File: config.mk
export PLATFORM = sky130hd
export DESIGN_NAME = crossbar_switch_rr
export DESIGN_NICKNAME = d
export VERILOG_FILES = /design/src/rtl/crossbar_switch_rr.sv
export SDC_FILE = /design/constraint.sdc
export NUM_CORES = 1
export LEC_CHECK = 0
export ABC_AREA = 1
export CORE_MARGIN = 5
export CORE_UTILIZATION = 28
export CTS_CLUSTER_SIZE = 20
export DETAILED_ROUTE_END_ITERATION = 12
export PLACE_DENSITY = 0.48
export SLEW_MARGIN = 10
export SYNTH_ARGS = -nofsm -noshare
export SYNTH_HDL_FRONTEND = slang
export SYNTH_SLANG_ARGS = --single-unit
File: constraint.sdc
create_clock -name clk -period 4.2 [get_ports clk]
set_input_delay 1.26 -clock clk [delete_from_list [all_inputs] [get_ports clk]]
set_output_delay 1.26 -clock clk [all_outputs]
set_load 0.01 [all_outputs]
File: src/rtl/crossbar_switch_rr.sv
// N_IN x N_OUT registered crossbar with per-output round-robin arbitration and per-input permission rows.
// Optional per-input deny counters are enabled by defining XBAR_DENY_CNT_EN.
module crossbar_switch_rr #(
  parameter int unsigned      N_IN     = 4,
  parameter int unsigned      N_OUT    = 4,
  parameter int unsigned      DATA_W   = 32,
  parameter logic [N_OUT-1:0] PERM_RST = '1,
  localparam int unsigned     DST_W    = (N_OUT > 1) ? $clog2(N_OUT) : 1,
  localparam int unsigned     SRC_W    = (N_IN > 1) ? $clog2(N_IN) : 1
) (
  input  logic                    clk,
  input  logic                    rst_n,
  input  logic [N_IN-1:0]         in_valid,
  input  logic [N_IN*DST_W-1:0]   in_dest,
  input  logic [N_IN*DATA_W-1:0]  in_data,
  output logic [N_IN-1:0]         in_ready,
  output logic [N_OUT-1:0]        out_valid,
  output logic [N_OUT*DATA_W-1:0] out_data,
  output logic [N_OUT*SRC_W-1:0]  out_src,
  input  logic [N_OUT-1:0]        out_ready,
  input  logic                    perm_we,
  input  logic [SRC_W-1:0]        perm_idx,
  input  logic [N_OUT-1:0]        perm_mask,
  output logic [N_IN-1:0]         deny
`ifdef XBAR_DENY_CNT_EN
  ,
  input  logic                    deny_clr,
  output logic [N_IN*16-1:0]      deny_cnt
`endif
);

  logic [N_OUT-1:0]  perm      [N_IN];
  logic [SRC_W-1:0]  ptr       [N_OUT];
  logic [DATA_W-1:0] data_q    [N_OUT];
  logic [SRC_W-1:0]  src_q     [N_OUT];
  logic [DST_W-1:0]  dest      [N_IN];
  logic [N_IN-1:0]   permitted;
  logic [N_OUT-1:0]  win_vld;
  logic [SRC_W-1:0]  win_idx   [N_OUT];
  logic [DATA_W-1:0] win_data  [N_OUT];
  logic [N_OUT-1:0]  can_load;
  logic [N_IN-1:0]   grant;

  always_comb begin
    for (int unsigned i = 0; i < N_IN; i++) begin
      dest[i]      = in_dest[i*DST_W +: DST_W];
      permitted[i] = (32'(dest[i]) < N_OUT) && perm[i][dest[i]];
    end
  end

  // Round-robin search from ptr[j], wrapping; the first matching requester wins.
  always_comb begin
    int unsigned idx;
    idx = 0;
    for (int unsigned j = 0; j < N_OUT; j++) begin
      win_vld[j] = 1'b0;
      win_idx[j] = '0;
      for (int unsigned k = 0; k < N_IN; k++) begin
        idx = (32'(ptr[j]) + k) % N_IN;
        if (!win_vld[j] && in_valid[idx] && permitted[idx] && (32'(dest[idx]) == j)) begin
          win_vld[j] = 1'b1;
          win_idx[j] = SRC_W'(idx);
        end
      end
      win_data[j] = in_data[32'(win_idx[j])*DATA_W +: DATA_W];
      can_load[j] = !out_valid[j] || out_ready[j];
    end
  end

  always_comb begin
    for (int unsigned i = 0; i < N_IN; i++) begin
      grant[i] = 1'b0;
      if (in_valid[i] && permitted[i] && win_vld[dest[i]] &&
          (win_idx[dest[i]] == SRC_W'(i)) && can_load[dest[i]])
        grant[i] = 1'b1;
    end
    deny     = rst_n ? (in_valid & ~permitted) : '0;
    in_ready = rst_n ? (grant | (in_valid & ~permitted)) : '0;
  end

  always_ff @(posedge clk or negedge rst_n) begin
    if (!rst_n) begin
      out_valid <= '0;
      for (int unsigned j = 0; j < N_OUT; j++) begin
        data_q[j] <= '0;
        src_q[j]  <= '0;
        ptr[j]    <= '0;
      end
      for (int unsigned i = 0; i < N_IN; i++)
        perm[i] <= PERM_RST;
    end else begin
      for (int unsigned j = 0; j < N_OUT; j++) begin
        if (win_vld[j] && can_load[j]) begin
          data_q[j]    <= win_data[j];
          src_q[j]     <= win_idx[j];
          out_valid[j] <= 1'b1;
          ptr[j]       <= SRC_W'((32'(win_idx[j]) + 32'd1) % N_IN);
        end else if (out_valid[j] && out_ready[j]) begin
          out_valid[j] <= 1'b0;
        end
      end
      if (perm_we && (32'(perm_idx) < N_IN))
        perm[perm_idx] <= perm_mask;
    end
  end

  always_comb begin
    out_data = '0;
    out_src  = '0;
    for (int unsigned j = 0; j < N_OUT; j++) begin
      out_data[j*DATA_W +: DATA_W] = data_q[j];
      out_src[j*SRC_W +: SRC_W]    = src_q[j];
    end
  end

`ifdef XBAR_DENY_CNT_EN
  logic [15:0] cnt_q [N_IN];

  // Clear takes priority over a same-cycle increment; counters saturate.
  always_ff @(posedge clk or negedge rst_n) begin
    if (!rst_n) begin
      for (int unsigned i = 0; i < N_IN; i++) cnt_q[i] <= '0;
    end else if (deny_clr) begin
      for (int unsigned i = 0; i < N_IN; i++) cnt_q[i] <= '0;
    end else begin
      for (int unsigned i = 0; i < N_IN; i++)
        if (deny[i] && (cnt_q[i] != '1)) cnt_q[i] <= cnt_q[i] + 16'd1;
    end
  end

  always_comb begin
    deny_cnt = '0;
    for (int unsigned i = 0; i < N_IN; i++) deny_cnt[i*16 +: 16] = cnt_q[i];
  end
`endif

endmodule

==> impl_metrics.py <==
metrics = {
    "routing": {
        "dr_wl_met3_um": 4010,
        "vias": 15200,
        "routed_wirelength_um": 61500,
        "drt-met1-wl_um": 27600,
        "routedWlPerCell_um": 20.0,
        "top_layer_used": "met5",
        "vias_per_cell": 4.94,
        "first_iter_violations": 1197,
        "antenna_left": 0,
        "dr_wl_met2_um": 28300,
        "drtPass1Iterations": 7,
        "route.detailed.drc": 0,
    },
    "sta": {
        "post-route-period-util_pct": 105,
        "worstMarginPinSlew_ns": 1.02,
        "timing.fmax_mhz": 227,
        "fin_skew_ns": 0.0162,
        "slew_viol_final": 0,
        "fin_ws_ns": -0.197,
        "rsz0062_at_grt": "true",
        "maxSlewHeadroom_pct": 32.3,
        "fin_crit_ns": 4.40,
        "finalHoldViolCount": 0,
        "setup_violations": 4,
    },
    "critical_path": {
        "end_kind": "primary output",
        "ff2ff_setup_slack_ns": 0.46,
        "crit_path_max_incr_delay_ns": 0.20,
        "critPathArrivalTime_ns": 3.14,
        "path_cells": "buf_12, inv_8, nand2_4, nand3_4, buf_6, nand3_4, nand3_2, nand2_4, inv_2, nand2_1, nand2_1, nand2_2, nand3_1, nand2_2, nand2_2, nand3_2, nand2_2, o21ai_2, buf_2",
        "crit_top_cell": "nand2_2",
        "reg2reg_to": "out_data[65]$_DFFE_PN0P_",
        "crit_fanout": 8,
        "r2r_cells": 20,
        "worstReg2RegStart": "ptr[2]$_DFFE_PN0P_",
        "cp-start-kind": "primary input",
        "cpMaxStageDelayCell": "buf_6",
        "critical_path_class": "primary input to primary output",
        "critPathRequiredTime_ns": 2.94,
    },
    "clock_network": {
        "cts.clk_slew.worst_paths_ns": 0.07,
        "htreeDepth": 4,
        "cts_tree": "done",
        "clock_sinks": 164,
        "holdBufCountCts": 0,
        "cts_buffer_depth": 2,
        "cts-root-buf": "clkbuf_16",
        "cts_made_buffers": 17,
        "clk_latency_ns": 0.49,
    },
    "grt": {
        "grt_pass1_wl_um": 90800,
        "grt_max_degree": 146,
        "grt.total_usage_pct": 23.5,
        "grt_pass1_vias": 14500,
        "grt_overflow": 0,
        "antenna_found_initial": 11,
    },
    "cells_and_area": {
        "final_cell_mix": "nand2_1, clkdlybuf4s50_1, o211ai_1",
        "drive_gt1_share_pct": 19.7,
        "area_growth_pct": 46.1,
        "layout_commonest_cell": "nand2_1",
        "fill_cells": 4906,
        "fin_nets": 2596,
        "fin_area_sq_um": 19100,
    },
    "min_path": {
        "whs_endpoint": "out_data[48]$_DFFE_PN0P_",
        "hold_start": "out_data[48]$_DFFE_PN0P_",
        "hold_path.class": "flip-flop to flip-flop",
        "whs_path_depth": 2,
    },
    "power": {
        "p_leak_nw": 9.62,
        "peakVddDrop_uv": 572,
        "powerDensity_nw_per_um2": 877,
        "switchingPower_w": 0.00897,
        "intPower_w": 0.00775,
        "p_sw_share_pct": 53.7,
        "pwr-share-seq_pct": 17.4,
        "p_clk_share_pct": 10.1,
        "pwr-share-comb_pct": 72.5,
    },
    "status": {
        "violations": "setup timing",
        "status": "finished with violations",
    },
    "floorplanning": {
        "num_rows": 79,
        "core_region_area_sq_um": 46400,
        "die_y_um": 226,
        "dieArea_sq_um": 51000,
        "die_w_um": 226,
        "io_pins": 301,
        "start_util_pct": 28.1,
    },
    "logic_synthesis": {
        "synth_area_per_cell_sq_um": 6.28,
        "synthArstFlopShare_pct": 100,
        "synth_seq_cells": 164,
        "yosysSeqAreaShare_pct": 31.6,
        "synth_top_area_cell": "nand2_1",
        "syn_nets": 2229,
        "netlist_top_cells_area": "nand2_1, dfrtp_1, o211ai_1, inv_1, nand3_1",
        "syn-cell-area_sq_um": 13000,
        "yosysWarningCount": 0,
        "synth_ff_type": "dfrtp_1",
        "yosysUniqueCellTypes": 41,
        "syn_inst": 2076,
        "synth_edf_count": 0,
        "synth_top_area_share_pct": 30.3,
    },
    "place": {
        "pre_cts_slack_ns": -1.42,
        "numPortBuffers": 300,
        "post-dp-hpwl_um": 42200,
        "placed_cell_area_sq_um": 17200,
        "routabilityCongestion": 0.913,
    },
    "job": {
        "maxCapViolCount": 0,
    },
}
-- per-layer routing --
metal	up-vias	global-route usage (%)
met3	89	5.00
met5	-	0
met2	494	37.6
met4	10	7.73
li1	7418	-
met1	7155	31.8
-- power groups by stage --
stage / logic (W) / registers (W) / clock network, W
floorplan: 0.00686 / 0.00302 / 0
global placement: 0.0114 / 0.00294 / 0
detailed placement: 0.0115 / 0.00293 / 0
CTS: 0.0120 / 0.00292 / 0.00174
global route: 0.0133 / 0.00299 / 0.00179
finish: 0.0121 / 0.00291 / 0.00168
-- cells in the mapped netlist (all sizes together), types with 2 or more instances --
library cell,count
xor2,2
nand3,111
o21ai,117
a21oi,10
a2111oi,2
o211ai,192
clkinv,5
clkbuf,21
a31oi,5
dfrtp,148
dfstp,16
nand2,1066
nor3,6
nand4,11
buf,109
nor2,58
inv,189
-- worst max-delay path by stage --
stage	start	end	slack, ns
final	in_dest[4]	in_ready[1]	-0.20
after global routing	in_dest[4]	in_ready[1]	-0.27
after CTS	in_dest[0]	in_ready[1]	-0.16
after detailed placement	in_dest[4]	in_ready[1]	-1.42
after global placement	in_dest[4]	in_ready[1]	-1.39
after floorplan	in_dest[4]	in_ready[1]	0.01
-- flip-flops by register name, summed over array words and instances, names as in the netlist --
name	count
out_data	128
ptr	8
out_valid	4
perm	16
out_src	8
-- area by class of cell --
| class | instances | area (sq um) | share of cell area (%) |
|---|---|---|---|
| multi-input combinational | 1589 | 8180 | 42.9 |
| timing repair buffer | 477 | 4620 | 24.2 |
| clock buffer | 19 | 443 | 2.32 |
| antenna | 6 | 15.0 | 0.0788 |
| tap | 607 | 759 | 3.99 |
| inverter | 194 | 769 | 4.04 |
| sequential | 164 | 4120 | 21.6 |
| clock inverter | 13 | 150 | 0.788 |
-- critical path, delay by kind of cell --
family          cells  cell delay, ns
compound gates      1            0.18
buf+inv             5            0.56
simple gates       13            1.11
-- what timing repair did --
| item | 4_1_cts | 5_1_grt |
|---|---|---|
| endpoints found under the hold margin | 0 | 0 |
| gates resized for setup | 294 | 57 |
| buffers inserted | 34 | 6 |
| setup endpoints to repair | 74 | 18 |
| pin swaps | 91 | 54 |
| cloned | 1 | 0 |
-- through the flow --
| step | hold WS, ns | setup TNS [ns] | utilization, % | instances | power, W |
|---|---|---|---|---|---|
| CTS | 0.485 | -0.555 | 40.5 | 3057 | 0.0167 |
| detailed placement | 0.466 | -61.72 | 37.1 | 2992 | 0.0144 |
| global placement | 0.466 | -57.89 | 37.1 | 2992 | 0.0143 |
| finish | 0.481 | -0.679 | 41.1 | 3069 | 0.0167 |
| floorplan | 0.470 | 0 | - | 2076 | 0.00988 |
| global route | 0.499 | -1.05 | 41.1 | 3069 | 0.0181 |
-- cells by family after synthesis --
family	synth area share, %
flip-flops	31.6
buffers and inverters	12.0
AND/OR/NAND/NOR	38.4
AO/OA/AOI/OAI	17.7
XOR/XNOR	0.259
Note: power is estimated with default switching activity, not from simulation.
